<file path="config.mk">
export PLATFORM = sky130hd
export DESIGN_NAME = fwd_ctrl
export DESIGN_NICKNAME = d
export VERILOG_FILES = /design/src/rtl/fwd_ctrl_pkg.sv /design/src/rtl/fwd_ctrl_sel.sv /design/src/rtl/fwd_ctrl.sv
export SDC_FILE = /design/constraint.sdc
export NUM_CORES = 1
export LEC_CHECK = 0
export ABC_AREA = 1
export BUFFER_PORTS_ARGS = -buffer_cell sky130_fd_sc_hd__buf_2
export CAP_MARGIN = 40
export CELL_PAD_IN_SITES_DETAIL_PLACEMENT = 2
export CELL_PAD_IN_SITES_GLOBAL_PLACEMENT = 2
export CORE_ASPECT_RATIO = 2
export CORE_MARGIN = 8
export CORE_UTILIZATION = 31
export CTS_BUF_LIST = sky130_fd_sc_hd__clkbuf_4
export CTS_CLUSTER_DIAMETER = 50
export DETAILED_ROUTE_END_ITERATION = 16
export PLACE_DENSITY_LB_ADDON = 0.25
export REMOVE_ABC_BUFFERS = 1
export SETUP_SLACK_MARGIN = 0.4
export SLEW_MARGIN = 15
export SYNTH_ARGS = -nofsm -noshare
export SYNTH_HDL_FRONTEND = slang
export SYNTH_SLANG_ARGS = --single-unit
</file>
<file path="constraint.sdc">
create_clock -name clk_i -period 1.7 [get_ports clk_i]
set_clock_uncertainty 0.2 [all_clocks]
set_input_delay 0.34 -clock clk_i [delete_from_list [all_inputs] [get_ports clk_i]]
set_output_delay 0.34 -clock clk_i [all_outputs]
set_load 0.02 [all_outputs]
</file>
<file path="src/rtl/fwd_ctrl_pkg.sv">
// fwd_ctrl_pkg: shared select codes, stage-entry type and helpers for the forwarding controller
// Contents:
//   REG_AW   default register-address width
//   RD_MAX   widest register address a stage entry can carry (REG_AW must not exceed it)
//   FWD_*    operand-mux select codes, in MUX4 data1..data4 order
//   stage_t  one shadow-pipeline entry {valid, rd, regwrite, memread}
//   writing  entry will write a non-zero destination register
package fwd_ctrl_pkg;
    localparam int REG_AW = 5;
    localparam int RD_MAX = 8;
    localparam logic [1:0] FWD_RF  = 2'b00;
    localparam logic [1:0] FWD_WB  = 2'b01;
    localparam logic [1:0] FWD_EX  = 2'b10;
    localparam logic [1:0] FWD_PWB = 2'b11;
    typedef struct packed {
        logic              valid;
        logic [RD_MAX-1:0] rd;
        logic              regwrite;
        logic              memread;
    } stage_t;
    function automatic logic writing(input stage_t s);
        return s.valid & s.regwrite & (s.rd != '0);
    endfunction
endpackage

</file>
<file path="src/rtl/fwd_ctrl_sel.sv">
// fwd_sel: priority comparator turning one ID source register into an operand-mux select
// Ports:
//   rs      ID source register (zero-extended to RD_MAX)
//   use_rs  ID instruction actually reads rs
//   ex      shadow EX entry  (youngest producer)
//   mem     shadow MEM entry
//   wb      shadow WB entry  (oldest producer still needing forwarding)
//   sel     2-bit select code for the EX cycle that follows
module fwd_sel
    import fwd_ctrl_pkg::*;
#(
    parameter bit RF_WT = 1'b0
) (
    input  logic [RD_MAX-1:0] rs,
    input  logic              use_rs,
    input  stage_t            ex,
    input  stage_t            mem,
    input  stage_t            wb,
    output logic [1:0]        sel
);
    logic act, hit_ex, hit_mem, hit_wb;
    always_comb begin
        act     = use_rs & (rs != '0);
        hit_ex  = writing(ex) & (ex.rd == rs);
        hit_mem = writing(mem) & (mem.rd == rs);
        // a write-through register file already shows the WB value, so no holding-register path
        hit_wb  = writing(wb) & (wb.rd == rs) & !RF_WT;
        sel     = !act    ? FWD_RF  :
                  hit_ex  ? FWD_EX  :
                  hit_mem ? FWD_WB  :
                  hit_wb  ? FWD_PWB : FWD_RF;
    end
endmodule

</file>
<file path="src/rtl/fwd_ctrl.sv">
// fwd_ctrl: forwarding-select and load-use stall controller beside the ID/EX register
// Ports:
//   clk_i, rst_i                 clock, asynchronous active-high reset
//   id_valid_i                   real instruction in ID
//   id_rs1_i/id_rs2_i            ID source registers, id_use_rs1_i/id_use_rs2_i mark them read
//   id_rd_i, id_regwrite_i       ID destination and its write enable
//   id_memread_i                 ID instruction is a load
//   flush_i                      kill ID and EX (taken branch/jump in EX)
//   fwd_a_o/fwd_b_o              registered operand-A/B mux selects for the EX cycle
//   stall_o                      combinational load-use stall
module fwd_ctrl
    import fwd_ctrl_pkg::*;
#(
    parameter int REG_AW = fwd_ctrl_pkg::REG_AW,
    parameter bit RF_WT  = 1'b0
) (
    input  logic              clk_i,
    input  logic              rst_i,
    input  logic              id_valid_i,
    input  logic [REG_AW-1:0] id_rs1_i,
    input  logic [REG_AW-1:0] id_rs2_i,
    input  logic              id_use_rs1_i,
    input  logic              id_use_rs2_i,
    input  logic [REG_AW-1:0] id_rd_i,
    input  logic              id_regwrite_i,
    input  logic              id_memread_i,
    input  logic              flush_i,
    output logic [1:0]        fwd_a_o,
    output logic [1:0]        fwd_b_o,
    output logic              stall_o
);
    stage_t            ex, mem, wb, id_ent;
    logic              id_live, load_ex;
    logic [RD_MAX-1:0] rs1, rs2;
    logic [1:0]        sel_a, sel_b;

    always_comb begin
        rs1     = RD_MAX'(id_rs1_i);
        rs2     = RD_MAX'(id_rs2_i);
        // a flushed ID instruction is treated as if it were never there
        id_live = id_valid_i & ~flush_i;
        load_ex = writing(ex) & ex.memread;
        stall_o = id_live & load_ex &
                  ((id_use_rs1_i & (rs1 == ex.rd)) | (id_use_rs2_i & (rs2 == ex.rd)));
        // stalled or discarded instructions enter EX as a bubble
        id_ent  = '{valid: id_live & ~stall_o, rd: RD_MAX'(id_rd_i),
                    regwrite: id_regwrite_i, memread: id_memread_i};
    end

    fwd_sel #(.RF_WT(RF_WT)) u_sel_a (
        .rs(rs1), .use_rs(id_use_rs1_i), .ex(ex), .mem(mem), .wb(wb), .sel(sel_a)
    );

    fwd_sel #(.RF_WT(RF_WT)) u_sel_b (
        .rs(rs2), .use_rs(id_use_rs2_i), .ex(ex), .mem(mem), .wb(wb), .sel(sel_b)
    );

    always_ff @(posedge clk_i or posedge rst_i) begin
        if (rst_i) begin
            ex      <= '0;
            mem     <= '0;
            wb      <= '0;
            fwd_a_o <= FWD_RF;
            fwd_b_o <= FWD_RF;
        end else begin
            ex      <= id_ent;
            mem     <= ex;
            wb      <= mem;
            fwd_a_o <= id_ent.valid ? sel_a : FWD_RF;
            fwd_b_o <= id_ent.valid ? sel_b : FWD_RF;
        end
    end
endmodule
</file>
==> results.txt <==
----------------------------------------------------
[Status]
  Status ... finished, violations left
  Violated checks ... setup timing

[Floorplan]
  Initial Util ... 31.9%
  Vertical die dimension ... 110 um
  Die extent in x ... 63.0 um
  Cell Rows ... 34
  Total die area ... 6930 um2
  Core region area ... 4300 um2
  Number of I/O pins ... 28

[Route]
  Average wire per standard cell ... 19.0 um
  DRC ... 0
  Total via count after detailed routing ... 1476
  Pre-antenna DRT Iters ... 4
  Post-detailed-routing wire length ... 5980 um
  Number of vias per cell ... 4.69
  Remaining antenna violation count ... 0
  Iteration-0 DRC Markers ... 32

[Placed design]
  Number of port buffers ... 27
  RD Place Congestion ... 0.844
  Half-perimeter wire length after detailed placement ... 4040 um

[STA]
  Worst slew margin relative to its limit ... 76.0%
  Worst path setup slack after routing ... -0.523 ns
  Final Hold Slack ... 0.207 ns
  Worst Max-Slew Pin Slew ... 0.359 ns
  Setup repair after global routing missed its margin ... yes
  Final-report max-slew violation count ... 0
  Number of endpoints failing setup at the final stage ... 6
  Min Clock Period, post-route ... 2.22 ns
  Count of endpoints failing hold in the final timing report ... 0
  Maximum clock rate ... 450 MHz
  Final setup TNS ... -2.94 ns
  Final worst path period share ... 131%

[Power and ir drop]
  Static leakage ... 1.11 nW
  VDD IR max ... 0.478 mV
  Total power of the final layout ... 1.26 mW
  Power per Cell Area ... 607 nW/um2

[Worst setup path]
  Critical Path Source Type ... flip-flop
  Worst-path maximum fanout ... 5
  RR Startpoint ... ex[4]$_DFF_PP0_
  Worst endpoint data arrival time ... 1.68 ns
  Critical path launch point ... ex[4]$_DFF_PP0_
  Kind of capture point of the worst setup path ... output pin
  Critical path data required time ... 1.16 ns
  Endpoint of the most critical register-to-register path ... fwd_b_o[1]$_DFF_PP0_
  Worst reg-to-reg path cell count ... 13
  Kind of critical path ... flip-flop to output pin
  Reg2Reg Setup Slack ... -0.49 ns

[Worst hold path]
  Depth of the worst hold-timing path ... 0
  Hold Startpoint ... mem[10]$_DFF_PP0_
  Hold Crit Endpoint ... wb[10]$_DFF_PP0_
  Worst min-delay path class ... flip-flop to flip-flop

[Job]
  Max Cap Viol ... 0

[Logic synthesis]
  Area fraction in compound gates after synthesis ... 1.28%
  Fraction of the mapped netlist area in adder cells ... 0%
  Proportion of synthesized area in mux cells ... 0%
  Synth Cell Area ... 1370 um2
  Mean area per synthesized cell ... 7.33 um2
  Dominant combinational cell family by area after synthesis ... simple AND/OR/NAND/NOR gates
  Count of distinct cell types in the synthesized netlist ... 16
  FF+latch count, synth ... 26
  Part of the Yosys area used for sequential elements ... 47.5%
  Cell count after synthesis ... 187
  Simple-gate share of the synthesized area ... 35.6%
  Number of warnings reported in the yosys synthesis log ... 0
  Parity-gate share of the synthesized area counting xor and xnor cells ... 7.67%

[Clock network]
  Clock insertion delay at the later pin of the skew report ... 0.32 ns
  Number of buffers on the longest clock path ... 2
  CTS HTree Levels ... 1
  CTS clock-pin slew for the worst setup and hold paths ... 0.14 ns
  TritonCTS clock tree ... done
  Clock buffers created by TritonCTS ... 3
  Number of clock sinks seen by CTS ... 26
  Cell at the root of the clock tree ... sky130_fd_sc_hd__clkbuf_4

[Final layout]
  Share of cells above drive strength 1 ... 42.1%
  Leading cell type in the layout, fill and taps excluded ... sky130_fd_sc_hd__nand2_1
  Most used cells in the layout excluding fill and tap cells ... 61 x sky130_fd_sc_hd__nand2_1, 34 x sky130_fd_sc_hd__buf_4, 22 x sky130_fd_sc_hd__buf_2
  Signed area change from the synthesized netlist to the final layout ... 51.2%
  # diodes ... 0
  Nets@finish ... 286

[GRT]
  Total routing resource utilization after global routing ... 16.8%
  Global routing met3 resource utilization ... 1.52%
  Initial antenna violation count ... 0
  Pin count of the biggest net entering global routing ... 27
  Most crowded layer after global routing ... met2
  Via count of the first global-routing pass ... 1751
  Global-route wire length before repair ... 8920 um
  Global route total overflow ... 0
  Fraction of met2 tracks used by global routing ... 34.6%
  Met1 demand-to-capacity share in global routing ... 16.0%

----------------------------------------------------
Yosys cell counts, drive strengths merged:
master | instances | share of area [%]
o21bai | 1 | 0.55
o21ai | 2 | 0.73
nand3b | 1 | 0.55
nand4 | 3 | 1.4
nand2 | 73 | 20
nor2 | 28 | 8.8
dfrtp | 26 | 47
nand3 | 10 | 4.0
xor2 | 6 | 3.8
inv | 29 | 7.9
nor3 | 2 | 0.73
xnor2 | 6 | 3.8
sequential cells by signal (all words and copies together), names as in the netlist:
signal	flops
mem	7
fwd_a_o	2
wb	7
ex	8
fwd_b_o	2
critical path, stage by stage (launching register included):
cell and delay [ns]:
sky130_fd_sc_hd__dfrtp_2 0.51, sky130_fd_sc_hd__nand2_1 0.14, sky130_fd_sc_hd__nand2_1 0.10, sky130_fd_sc_hd__nor2_2 0.12
sky130_fd_sc_hd__nand4_1 0.13, sky130_fd_sc_hd__nand2_2 0.12, sky130_fd_sc_hd__nand2_2 0.07, sky130_fd_sc_hd__inv_2 0.06
sky130_fd_sc_hd__buf_6 0.11
cell type report:
type                       instances  area, um2
clock buffer                       3       22.5
fill                             503       2220
inverter                          29        109
timing repair buffer              71        524
tap                               54       67.6
multi-input combinational        132        692
sequential                        26        657
worst max path at each step:
| stage | to | slack, ns | cells after the start |
|---|---|---|---|
| after floorplan | stall_o | 0.17 | 8 |
| after global placement | stall_o | -0.19 | 10 |
| after detailed placement | stall_o | -0.24 | 10 |
| after CTS | stall_o | -0.38 | 8 |
| after global routing | stall_o | -0.59 | 8 |
| final | stall_o | -0.52 | 8 |
routing by layer:
layer  part of all wire [%]  routed length [um]
met1                     36                2140
met4                    3.7                 223
met2                     58                3490
met3                    2.0                 120
met5                      0                   0
stage by stage:
| stage | std cells | util, % | worst slack (ns) | instance area [um2] |
|---|---|---|---|---|
| floorplan | 187 | - | 0.166 | 1370 |
| global placement | 286 | 39.7 | -0.188 | 1710 |
| detailed placement | 286 | 39.7 | -0.238 | 1710 |
| CTS | 311 | 47.1 | -0.376 | 2020 |
| global route | 315 | 48.2 | -0.595 | 2070 |
| finish | 315 | 48.2 | -0.523 | 2070 |
kinds of logic (layout without fill, tap and decap cells):
group           after synthesis  in the layout
xor+xnor                     12             12
compound gates                3              3
flops                        26             26
simple gates                117            117
buf+inv                      29            103
what timing repair did:
item / CTS / global route
gates resized for setup: 37 / 9
endpoints found under the setup margin: 10 / 10
pin swaps: 11 / 8
endpoints found under the hold margin: 33 / 0
buffers inserted: 14 / 4
hold buffers: 8 / 0
power by group:
group          leakage, nW  internal, mW  total, mW  switching, mW
clock               0.0138        0.0832      0.267          0.184
sequential           0.311         0.646      0.678         0.0315
combinational        0.783         0.145      0.312          0.168
(Power assumes the default switching activity.)
